===== src/rtl/instr_fetch_unit.sv =====
// -----------------------------------------------------------------------------
// instr_fetch_unit
//
// Fetch stage of the single-cycle core. It owns the PC, the instruction-memory
// request handshake and the instruction register (IR). It also computes the
// next PC from the decoder's branch/jump controls and the ALU zero flag once
// the datapath reports that the current instruction has retired.
//
// Ports:
//   clk            system clock, rising edge
//   reset          synchronous, active-high reset
//   imem_req       fetch request, held high until imem_valid
//   imem_addr      fetch address (always equal to pc)
//   imem_rdata     instruction word, captured on imem_valid in FETCH
//   imem_valid     memory response strobe
//   exec_done      one-cycle retire pulse from the datapath
//   branch         decoder branch control (beq)
//   jump           decoder jump control
//   alu_zero       ALU zero flag of the current instruction
//   instr_valid    IR holds an instruction ready for decode/execute
//   instr          IR contents
//   op_code        instr[31:26]
//   funct          instr[5:0]
//   pc             address of the instruction in IR
//   pc_plus4       pc + 4
//   retired_count  retired-instruction counter (wraps)
// -----------------------------------------------------------------------------
module instr_fetch_unit #(
  parameter logic [31:0] RESET_PC = 32'h0000_0000
) (
  input  logic        clk,
  input  logic        reset,
  output logic        imem_req,
  output logic [31:0] imem_addr,
  input  logic [31:0] imem_rdata,
  input  logic        imem_valid,
  input  logic        exec_done,
  input  logic        branch,
  input  logic        jump,
  input  logic        alu_zero,
  output logic        instr_valid,
  output logic [31:0] instr,
  output logic [5:0]  op_code,
  output logic [5:0]  funct,
  output logic [31:0] pc,
  output logic [31:0] pc_plus4,
  output logic [31:0] retired_count
);

  typedef enum logic [1:0] {
    S_IDLE  = 2'd0,
    S_FETCH = 2'd1,
    S_HOLD  = 2'd2
  } state_e;

  state_e      state_q, state_d;
  logic [31:0] pc_q, pc_d;
  logic [31:0] ir_q, ir_d;
  logic [31:0] retired_q, retired_d;
  logic        imem_req_q, imem_req_d;
  logic        instr_valid_q, instr_valid_d;

  logic [31:0] pc_plus4_s;
  logic [31:0] branch_off_s;
  logic [31:0] next_pc_s;

  // Next-PC selection; jump has priority over a taken branch.
  always_comb begin
    pc_plus4_s   = pc_q + 32'd4;
    branch_off_s = {{14{ir_q[15]}}, ir_q[15:0], 2'b00};
    next_pc_s    = pc_plus4_s;
    if (jump) begin
      next_pc_s = {pc_plus4_s[31:28], ir_q[25:0], 2'b00};
    end else if (branch && alu_zero) begin
      next_pc_s = pc_plus4_s + branch_off_s;
    end else begin
      next_pc_s = pc_plus4_s;
    end
  end

  // FSM next-state and datapath register updates.
  always_comb begin
    state_d   = state_q;
    pc_d      = pc_q;
    ir_d      = ir_q;
    retired_d = retired_q;
    case (state_q)
      S_IDLE: begin
        state_d = S_FETCH;
      end
      S_FETCH: begin
        if (imem_valid) begin
          ir_d    = imem_rdata;
          state_d = S_HOLD;
        end else begin
          state_d = S_FETCH;
        end
      end
      S_HOLD: begin
        if (exec_done) begin
          pc_d      = next_pc_s;
          retired_d = retired_q + 32'd1;
          state_d   = S_FETCH;
        end else begin
          state_d = S_HOLD;
        end
      end
      default: begin
        state_d = S_IDLE;
      end
    endcase
    // Handshake outputs are registered copies of the upcoming state.
    imem_req_d    = (state_d == S_FETCH);
    instr_valid_d = (state_d == S_HOLD);
  end

  // State and datapath registers with synchronous reset.
  always_ff @(posedge clk) begin
    if (reset) begin
      state_q       <= S_IDLE;
      pc_q          <= RESET_PC;
      ir_q          <= 32'h0000_0000;
      retired_q     <= 32'h0000_0000;
      imem_req_q    <= 1'b0;
      instr_valid_q <= 1'b0;
    end else begin
      state_q       <= state_d;
      pc_q          <= pc_d;
      ir_q          <= ir_d;
      retired_q     <= retired_d;
      imem_req_q    <= imem_req_d;
      instr_valid_q <= instr_valid_d;
    end
  end

  assign imem_req      = imem_req_q;
  assign imem_addr     = pc_q;
  assign instr_valid   = instr_valid_q;
  assign instr         = ir_q;
  assign op_code       = ir_q[31:26];
  assign funct         = ir_q[5:0];
  assign pc            = pc_q;
  assign pc_plus4      = pc_plus4_s;
  assign retired_count = retired_q;

endmodule


===== config.mk =====
export PLATFORM = sky130hd
export DESIGN_NAME = instr_fetch_unit
export DESIGN_NICKNAME = d
export VERILOG_FILES = /design/src/rtl/instr_fetch_unit.sv
export SDC_FILE = /design/constraint.sdc
export NUM_CORES = 1
export LEC_CHECK = 0
export BUFFER_PORTS_ARGS = -buffer_cell sky130_fd_sc_hd__buf_2
export CORE_ASPECT_RATIO = 0.5
export CORE_MARGIN = 10
export CORE_UTILIZATION = 47
export DETAILED_ROUTE_END_ITERATION = 7
export PLACE_DENSITY = 0.78
export SYNTH_ARGS = -nofsm -noshare
export SYNTH_HDL_FRONTEND = slang
export SYNTH_SLANG_ARGS = --single-unit

===== constraint.sdc =====
create_clock -name clk -period 3.5 [get_ports clk]
set_input_delay 0.525 -clock clk [delete_from_list [all_inputs] [get_ports clk]]
set_output_delay 0.525 -clock clk [all_outputs]
set_load 0.005 [all_outputs]

==> metrics.txt, run 1 <==
proportion of layout cells with a drive suffix above 1=38.3%; worst slew pin tran=0.754 ns; delay-heaviest family, CP=simple AND/OR/NAND/NOR gates; Final min period=3.49 ns; leading area contributor after synthesis=dfxtp_1; run status=complete, no violations; grt total ovfl=0; Multi-input gate area=4620 um2; Crit. End Element=flip-flop; Sequential cell area=1980 um2; clock-pin transition on the worst setup and hold timing paths=0.07 ns; unrepaired setup endpoints after global routing=yes; wire per inst=18.9 um; ys async rst share=0%; DR pass1 iterations=4; PD cells=273 nW/um2; wirelength, routed=25.7 mm; I/O Buffers=206; Initial Util=48.7%; most frequent cells after synthesis=140 x nand2_1, 98 x dfxtp_1, 91 x a21oi_1, 91 x nor2_1, 48 x buf_4; period utilisation layout=99.6%; clk_lat worst skew=0.35 ns; CTS tree=yes; crit path kind=reg2reg; Crit Reg-Reg Startpoint=imem_addr[11]$_SDFFE_PP0P_; Hold Path End=instr[6]$_SDFFE_PP0P_; CTS root buf=clkbuf_16; number of synthesis warnings=0; antenna viol nets, final=0; post-layout util=67.2%; hpwl dp=18.8 mm; Hold Path Stages=3; routed vias=7,682; die width=189 um; Num CTS Buffers=9; Slew Limit Headroom=49.8%; FMAX=0.287 GHz; Buf+Inv Stages, Crit Path=3; drt initial violations=696; deepest clock path buffer count=2; I/O pin count=213; Synth Instances=892; DR DRC count=0; core area=13,800 um2; final setup skew=0.00834 ns; Design Power=2.53 mW; type of origin of the critical path=flip-flop; Yosys cell types=68; first-pass GRT wire length=38.3 mm; WP data arrival=3.69 ns; worst r2r path cells=15; Die Y=105 um; Area Growth Syn to Fin=37.9%; min-delay worst type=in2reg; CP startpoint=imem_addr[11]$_SDFFE_PP0P_; count of final hold-check violations=0; most used cell, CP=buf_4; GP Congestion=0.989; max_cap viols=0; min-delay src=imem_rdata[6]; initial antenna violation count=1; critical path's largest stage delay=0.56 ns; H-tree Lvls=3; register area share after synthesis=29.2%; Max Fanout on Critical Path=4; Pleak=4.60 nW; syn_area_per_cell=7.53 um2; die area=19,800 um2; Yosys reg bits=98; antenna cell count=0; vias in the first global route=7,159; GRT Overall Usage=23.4%; CTS Sinks=98; Max stage delay cell, worst path=or4b_4; post-synthesis cell area=6710 um2; CP cell instances=nand4_4, or4b_4, buf_8, nor2_4, buf_4, and3_1, xor2_1, ha_1, a21oi_1, o21ai_2, buf_4, a41o_2, a41oi_2, a31o_1, a21oi_2; final-layout fill cell count=1,126; final net count=1,239; Synth top area share=29.2%; top-count cell post-synth=nand2_1; main flop type after synthesis=dfxtp_1; top post-synthesis cells by area=dfxtp_1 29%, nand2_1 7.8%, ha_1 7.1%; peak supply drop=244 uV; number of synthesized flops with an enable pin=0; post-DR vias/cell=5.66; endpoints failing setup=0; Required @ worst endpoint=3.71 ns; Final Slew Violations=0; CTS Hold Bufs=0; Row Count=30; worst r2r dst=imem_addr[31]$_SDFFE_PP0P_; flop2flop setup slack=0.01 ns; largest net degree at the start of global routing=67
per-stage QoR:
step	std cells	setup slack [ns]	TNS, ns	hold WS (ns)	area, um2
global route	1358	-0.0878	-0.382	0.406	9260
floorplan	897	0.00226	0	0.461	6790
CTS	1340	-0.0111	-0.0185	0.403	8840
global placement	1320	-0.157	-0.287	0.451	8400
finish	1358	0.0135	0	0.411	9260
detailed placement	1320	-0.200	-0.522	0.463	8400
metal layers:
| metal | up-vias | track usage (%) | wire [um] |
|---|---|---|---|
| li1 | 3593 | - | - |
| met1 | 3649 | 29.8 | 10700 |
| met2 | 386 | 38.8 | 12100 |
| met3 | 52 | 6.33 | 2350 |
| met4 | 2 | 4.90 | 544 |
| met5 | - | 0 | 13 |
state kept, by name, indices dropped and copies added, names as in the netlist:
register and cells:
retired_count 32, imem_req 1, instr 32, instr_valid 1, state_q 2, imem_addr 30
worst reg2reg max path: stages (launching register included):
cell and delay (ns):
dfxtp_2 0.36, nand4_4 0.15, or4b_4 0.56, buf_8 0.17
nor2_4 0.11, buf_4 0.12, and3_1 0.21, xor2_1 0.24
ha_1 0.34, a21oi_1 0.22, o21ai_2 0.08, buf_4 0.14
a41o_2 0.27, a41oi_2 0.16, a31o_1 0.18, a21oi_2 0.05
cells in the final DEF (no fill, tap or decap), types with 4 or more instances in the layout:
| cell type | count |
|---|---|
| mux2i_1 | 5 |
| o21ai_1 | 5 |
| xnor2_1 | 25 |
| and3_1 | 14 |
| nor3_1 | 10 |
| dfxtp_2 | 13 |
| nor2_2 | 5 |
| nand3_1 | 35 |
| xor2_1 | 38 |
| xnor2_2 | 7 |
| nand3_2 | 4 |
| or3_1 | 7 |
| nor3b_1 | 5 |
| o21ai_0 | 31 |
| and3_4 | 7 |
| a211oi_2 | 4 |
| a211oi_1 | 6 |
| nor2_1 | 84 |
| a21o_1 | 14 |
| nand2_1 | 137 |
| ha_1 | 33 |
| a22oi_1 | 4 |
| conb_1 | 6 |
| o211ai_1 | 8 |
| o21bai_1 | 6 |
| dfxtp_1 | 85 |
| nand2b_1 | 11 |
| buf_4 | 133 |
| buf_2 | 206 |
| nand4_1 | 8 |
| a21oi_2 | 8 |
| a31oi_1 | 5 |
| clkbuf_16 | 9 |
| inv_1 | 12 |
| a21oi_1 | 83 |
| and2_1 | 4 |
| and4_1 | 4 |
| inv_8 | 4 |
logic make-up after synthesis:
group | Yosys count | share of synthesized area, %
AND/OR/NAND/NOR | 360 | 24.8
AO/OA/AOI/OAI | 210 | 19.3
buffers and inverters | 103 | 8.55
flip-flops | 98 | 29.2
XOR/XNOR | 75 | 9.78
adder cells (fa/ha/maj) | 39 | 7.38
multiplexers | 6 | 0.913
other | 1 | 0.0559
how the worst max path moves through the flow:
stage                            endpoint  cells past startpoint
2_1_floorplan  imem_addr[31]$_SDFFE_PP0P_                     13
3_3_place_gp   imem_addr[31]$_SDFFE_PP0P_                     13
3_5_place_dp   imem_addr[31]$_SDFFE_PP0P_                     13
4_1_cts        imem_addr[27]$_SDFFE_PP0P_                     14
5_1_grt        imem_addr[28]$_SDFFE_PP0P_                     17
6_report       imem_addr[31]$_SDFFE_PP0P_                     15
where the power goes:
group | switching (mW) | internal, mW | total (mW)
Combinational | 0.198 | 0.136 | 0.334
Clock | 0.501 | 0.529 | 1.03
Sequential | 0.0278 | 1.14 | 1.17
Total | 0.727 | 1.80 | 2.53
cell type report:
class                           count  area share [%]
Tap cell                          192            2.59
Sequential cell                    98            21.4
Clock buffer                       10            2.58
Clock inverter                      6           0.676
Multi-Input combinational cell    696            49.9
Timing Repair Buffer              342            22.3
Inverter                           14           0.568
timing repair:
item | 4_1_cts | 5_1_grt
setup endpoints to repair | 7 | 10
pin swaps | 11 | 50
buffers inserted | 4 | 19
cloned | 0 | 0
endpoints found under the hold margin | 0 | 0
resized for setup | 24 | 64
No activity file was read; power rests on OpenSTA's default activity.
==> run 2, diff against run 1 <==
Settings changed: CORE_MARGIN 10 to 4, PLACE_DENSITY 0.78 to 0.88.
==> run 2 against run 1 <==
Sequential cell count did not move. Register-to-register slack worse by 0.17 ns. Design area down 0.18%. Routed wire length shrank 0.36%. Combinational power shrank 2%. Clock-buffer cell count decreased by 1. Clock power rose by 7%. The flow now finishes with violations (setup timing). Sequential share of layout area barely moved. Clock skew barely moved. Global-route usage rose by 4.7 points. Critical path type unchanged. Critical path depth unchanged. Setup slack got worse by 0.17 ns.
==> metrics.txt, run 2 (synthesis gave the netlist of run 1 again) <==
die width=177 um (was 189 um); I/O pin count=213 (unchanged); clk_lat worst skew=0.34 ns (was 0.35 ns); largest net degree at the start of global routing=85 (was 67); Die Y=92.5 um (was 105 um); period utilisation layout=105% (was 99.6%); flop2flop setup slack=-0.16 ns (was 0.01 ns); Worst setup endpoint=imem_addr[31]$_SDFFE_PP0P_ (unchanged); Required @ worst endpoint=3.77 ns (was 3.71 ns); Final Slew Violations=0 (unchanged); Row Count=30 (unchanged); FMAX=0.273 GHz (was 0.287 GHz); Final WS setup=-0.159 ns (was 0.0135 ns); WP data arrival=3.93 ns (was 3.69 ns); Final Instance Area=9240 um2 (was 9260 um2); initial antenna violation count=0 (was 1); proportion of layout cells with a drive suffix above 1=37.4% (was 38.3%); antenna cell count=0 (unchanged); run status=finished, violations left (was complete, no violations); GRT Overall Usage=28.1% (was 23.4%); final setup skew=0.00822 ns (was 0.00834 ns); CTS tree=yes (unchanged); clock-pin transition on the worst setup and hold timing paths=0.07 ns (about the same); hpwl dp=17.7 mm (was 18.8 mm); I/O Buffers=206 (unchanged); count of final hold-check violations=0 (unchanged); vias in the first global route=7,399 (was 7,159); core area=13,800 um2 (unchanged); CTS Sinks=98 (unchanged); commonest non-fill, non-tap cell in the layout=buf_2 (unchanged); DR pass1 iterations=5 (was 4); Crit Reg-Reg Startpoint=imem_addr[11]$_SDFFE_PP0P_ (unchanged); GP Congestion=0.996 (was 0.989); max_cap viols=0 (unchanged); worst slew pin tran=0.979 ns (was 0.754 ns); failing checks=setup timing; crit path kind=reg2reg (unchanged); wirelength, routed=25.6 mm (was 25.7 mm); endpoints failing setup=3 (was 0); Max Fanout on Critical Path=4 (unchanged); PD cells=280 nW/um2 (was 273 nW/um2); most frequent cells in the layout=206 x buf_2, 138 x nand2_1, 132 x buf_4, 88 x a21oi_1 (was 206 x buf_2, 137 x nand2_1, 133 x buf_4, 85 x dfxtp_1, 84 x nor2_1); Gate power share=12.6% (was 13.2%); Crit. End Element=flip-flop (unchanged); Slew Limit Headroom=34.7% (was 49.8%); worst r2r path cells=15 (unchanged); placed cell area=8400 um2 (unchanged); H-tree Lvls=3 (unchanged); die area=16,400 um2 (was 19,800 um2); NetSw=692 uW (was 727 uW); routed vias=7,976 (was 7,682); Final TNS setup=-0.305 ns (was 0 ns); antenna viol nets, final=0 (unchanged); clock share of power=42.3% (was 40.7%); grt total ovfl=0 (unchanged); Int Power=1.90 mW (was 1.80 mW); min-delay worst type=in2reg (unchanged); Reg power frac=45.1% (was 46.1%); post-DR vias/cell=5.88 (was 5.66); Final min period=3.66 ns (was 3.49 ns); CTS Hold Bufs=0 (unchanged); final-layout fill cell count=1,086 (was 1,126); drt initial violations=953 (was 696); DR DRC count=0 (unchanged); Pleak=4.59 nW (was 4.60 nW); final net count=1,239 (unchanged); Initial Util=48.7% (unchanged); deepest clock path buffer count=2 (unchanged); first-pass GRT wire length=37.8 mm (was 38.3 mm); CTS root buf=clkbuf_16 (unchanged); hold slack=0.409 ns (was 0.411 ns); Layout Cells excl Fill=1,357 (was 1,358); unrepaired setup endpoints after global routing=yes (unchanged); pre-CTS setup slack=-0.208 ns (was -0.200 ns); wire per inst=18.9 um (about the same); peak supply drop=223 uV (was 244 uV); Num CTS Buffers=9 (unchanged); sw frac=26.7% (was 28.7%); type of origin of the critical path=flip-flop (unchanged); placed insts=1,320 (unchanged); worst r2r dst=imem_addr[31]$_SDFFE_PP0P_ (unchanged); CP startpoint=imem_addr[11]$_SDFFE_PP0P_ (unchanged); Area Growth Syn to Fin=37.7% (was 37.9%)
## run 2: timing repair
action | CTS | global route
resized for setup | 29 | 49
cloned | 0 | 0
pin swaps | 26 | 37
setup buffers | 9 | 14
endpoints found under the setup margin | 8 | 13
## run 2: routing by layer
metal | wire length [um] | global-route usage [%]
met1 | 9750 | 35.8
met2 | 11800 | 46.8
met3 | 2860 | 6.08
met4 | 1170 | 11.1
met5 | 0 | 0
## run 2: per-stage QoR
stage / util (%) / power (mW)
after floorplan: - / 1.37
after global placement: 60.9 / 1.48
after detailed placement: 60.9 / 1.49
after CTS: 64.5 / 2.57
after global routing: 67.1 / 2.67
final: 67.1 / 2.59
## run 2: area by class of cell
cell class	instances	area, um2	area share [%]
Sequential cell	98	1980	21.4
Multi-Input combinational cell	696	4590	49.7
Tap cell	192	240	2.60
Clock inverter	6	90.1	0.975
Clock buffer	9	225	2.44
Inverter	14	52.6	0.569
Timing Repair Buffer	342	2070	22.4
## run 2: worst max-delay path: stages (launching register included)
cell and delay, ns:
dfxtp_2 0.38, nand4_4 0.14, nor3_1 0.25, buf_4 0.18
nand3_1 0.12, xnor2_2 0.17, ha_1 0.30, nand2_1 0.08
o211ai_1 0.31, nor2_1 0.09, a211oi_2 0.27, a32oi_2 0.21
or4_4 0.51, mux2i_4 0.21, a31o_1 0.24, a21oi_2 0.11
## run 2: how the worst min path moves through the flow
stage,endpoint,start,cells past startpoint,slack [ns]
after CTS,instr[7]$_SDFFE_PP0P_,imem_rdata[7],3,0.41
after global routing,instr[31]$_SDFFE_PP0P_,imem_rdata[31],3,0.42
after detailed placement,instr[28]$_SDFFE_PP0P_,instr[28]$_SDFFE_PP0P_,2,0.47
after floorplan,instr[18]$_SDFFE_PP0P_,instr[18]$_SDFFE_PP0P_,2,0.46
after global placement,instr[29]$_SDFFE_PP0P_,instr[29]$_SDFFE_PP0P_,2,0.45
final,instr[7]$_SDFFE_PP0P_,imem_rdata[7],3,0.41
## run 2: power by group through the flow
stage,Combinational (mW),Clock (mW),Sequential (mW)
floorplan,0.177,0,1.19
global placement,0.290,0,1.19
finish,0.328,1.10,1.17
global route,0.353,1.15,1.17
detailed placement,0.300,0,1.19
CTS,0.310,1.09,1.17
==> run 3, diff against run 2 <==
Settings changed: CORE_UTILIZATION 47 to 40, PLACE_DENSITY 0.88 to 0.78.
Clock period 3.5 ns to 3.2 ns, I/O delays scaled along.
==> run 3 against run 2 <==
Clock-buffer cell count up 1. Clock skew up 0.0060 ns. Clock power about the same. Combinational power up 10%. Total power up 5.2%. Largest power group unchanged. Die area up 16%. Non-clock buffer count up 14. Highest routed layer unchanged. The flow still finishes with violations (setup timing). Cell count up 3.7%. Sequential share of layout area down 0.12 points. Sequential cell count unchanged. Setup slack worse by 0.081 ns. Largest cell class unchanged. Design area up 2.2%.
==> metrics.txt, run 3 (synthesis gave the netlist of run 1 again) <==
antenna viol nets, final=0 (unchanged); hpwl dp=18.0 mm (was 17.7 mm); hold slack=0.364 ns (was 0.409 ns); clk_lat worst skew=0.35 ns (was 0.34 ns); Final Instance Area=9440 um2 (was 9240 um2); min-delay src=imem_rdata[4] (was imem_rdata[7]); Num CTS Buffers=9 (unchanged); Final WS setup=-0.239 ns (was -0.159 ns); Crit Reg-Reg Startpoint=imem_addr[18]$_SDFFE_PP0P_ (was imem_addr[11]$_SDFFE_PP0P_); post-DR vias/cell=5.43 (was 5.88); FMAX=0.291 GHz (was 0.273 GHz); Slew Limit Headroom=51.4% (was 34.7%); Final min period=3.44 ns (was 3.66 ns); endpoints failing setup=9 (was 3); die width=191 um (was 177 um); max_cap viols=0 (unchanged); Gate power share=13.3% (was 12.6%); sw frac=28.5% (was 26.7%); drt initial violations=527 (was 953); Die Y=99.6 um (was 92.5 um); PD cells=289 nW/um2 (was 280 nW/um2); H-tree Lvls=3 (unchanged); Crit. End Element=flip-flop (unchanged); Final Slew Violations=0 (unchanged); worst r2r path cells=13 (was 15); worst r2r dst=imem_addr[31]$_SDFFE_PP0P_ (unchanged); unrepaired setup endpoints after global routing=yes (unchanged); Pleak=4.66 nW (was 4.59 nW); WP data arrival=3.64 ns (was 3.93 ns); Design Power=2.73 mW (was 2.59 mW); Hold Path End=instr[4]$_SDFFE_PP0P_ (was instr[7]$_SDFFE_PP0P_); count of final hold-check violations=0 (unchanged); grt total ovfl=0 (unchanged); proportion of layout cells with a drive suffix above 1=39.0% (was 37.4%); final net count=1,253 (was 1,239); most frequent cells in the layout=206 x buf_2, 146 x buf_4, 137 x nand2_1, 87 x nor2_1, 86 x a21oi_1 (was 206 x buf_2, 138 x nand2_1, 132 x buf_4, 88 x a21oi_1); I/O pin count=213 (unchanged); final setup skew=0.0142 ns (was 0.00822 ns); failing checks=setup timing (unchanged); wirelength, routed=24.4 mm (was 25.6 mm); commonest non-fill, non-tap cell in the layout=buf_2 (unchanged); placed cell area=8780 um2 (was 8400 um2); vias in the first global route=7,394 (was 7,399); deepest clock path buffer count=2 (unchanged); antenna cell count=0 (unchanged); die area=19,000 um2 (was 16,400 um2); GRT Overall Usage=24.5% (was 28.1%); DR DRC count=0 (unchanged); run status=finished, violations left (unchanged); Int Power=1.95 mW (was 1.90 mW); crit path kind=reg2reg (unchanged); worst slew pin tran=0.728 ns (was 0.979 ns); Row Count=33 (was 30); clock share of power=40.2% (was 42.3%); Reg power frac=46.5% (was 45.1%); GP Congestion=0.936 (was 0.996); DR pass1 iterations=6 (was 5); CTS Sinks=98 (unchanged); clock-pin transition on the worst setup and hold timing paths=0.08 ns (was 0.07 ns); wire per inst=17.4 um (was 18.9 um); I/O Buffers=206 (unchanged); CTS root buf=clkbuf_16 (unchanged); NetSw=777 uW (was 692 uW); CTS Hold Bufs=0 (unchanged); Initial Util=40.9% (was 48.7%); placed insts=1,378 (was 1,320); period utilisation layout=107% (was 105%); Hold Path Stages=3 (unchanged); core area=16,400 um2 (was 13,800 um2); type of origin of the critical path=flip-flop (unchanged); peak supply drop=249 uV (was 223 uV); Max Fanout on Critical Path=5 (was 4); first-pass GRT wire length=37.7 mm (was 37.8 mm); CTS tree=yes (unchanged); initial antenna violation count=0 (unchanged); Required @ worst endpoint=3.40 ns (was 3.77 ns); Area Growth Syn to Fin=40.6% (was 37.7%); min-delay worst type=in2reg (unchanged); flop2flop setup slack=-0.24 ns (was -0.16 ns); Layout Cells excl Fill=1,407 (was 1,357); routed vias=7,639 (was 7,976); largest net degree at the start of global routing=66 (was 85); pre-CTS setup slack=-0.261 ns (was -0.208 ns)
## run 3: area by class of cell
cell class	count	area (um2)
fillers	1443	6990
multi-input cells	696	4640
repair buffers	356	2170
flip-flops and latches	98	2010
well taps	227	284
clock buffers	10	239
inverters	14	52.6
clock inverters	6	48.8
## run 3: worst max-delay path by stage
stage	start	endpoint	slack [ns]	depth (start not counted)
after global routing	imem_addr[6]$_SDFFE_PP0P_	imem_addr[26]$_SDFFE_PP0P_	-0.38	16
after floorplan	imem_addr[11]$_SDFFE_PP0P_	imem_addr[31]$_SDFFE_PP0P_	-0.07	14
after detailed placement	imem_addr[2]$_SDFFE_PP0P_	imem_addr[27]$_SDFFE_PP0P_	-0.26	15
after global placement	imem_addr[11]$_SDFFE_PP0P_	imem_addr[31]$_SDFFE_PP0P_	-0.19	14
final	imem_addr[18]$_SDFFE_PP0P_	imem_addr[31]$_SDFFE_PP0P_	-0.24	13
after CTS	imem_addr[18]$_SDFFE_PP0P_	imem_addr[31]$_SDFFE_PP0P_	-0.19	13
## run 3: worst max-delay path: stages, from the launching register on
cell	delay, ns
dfxtp_4	0.35
and3_4	0.20
or4b_4	0.56
nor2_4	0.13
nand2_2	0.07
xnor2_2	0.15
ha_1	0.30
o21ai_1	0.08
a211oi_2	0.31
a32oi_4	0.21
or4_4	0.48
mux2i_1	0.21
a31o_1	0.18
a21oi_2	0.05
## run 3: metrics by stage
| stage | TNS (ns) | util, % |
|---|---|---|
| 2_1_floorplan | -0.108 | - |
| 3_5_place_dp | -1.61 | 53.4 |
| 6_report | -1.29 | 57.5 |
| 4_1_cts | -0.479 | 56.9 |
| 5_1_grt | -2.85 | 57.5 |
| 3_3_place_gp | -0.983 | 53.4 |
## run 3: timing repair
action	CTS	global route
resized for setup	39	16
buffers inserted	8	5
pin swaps	28	11
endpoints found under the setup margin	11	16
## run 3: layer usage
metal	vias up	GRT usage, %	routed length [um]
met5	-	0	0
met4	0	8.60	748
met3	67	5.08	1930
li1	3626	-	-
met1	3573	31.6	10200
met2	373	40.9	11500
## run 3: power by group through the flow
stage	clock network, mW	registers (mW)	logic, mW
after floorplan	0	1.30	0.198
after global placement	0	1.29	0.334
after detailed placement	0	1.30	0.341
after CTS	1.11	1.27	0.352
after global routing	1.17	1.27	0.395
final	1.10	1.27	0.362
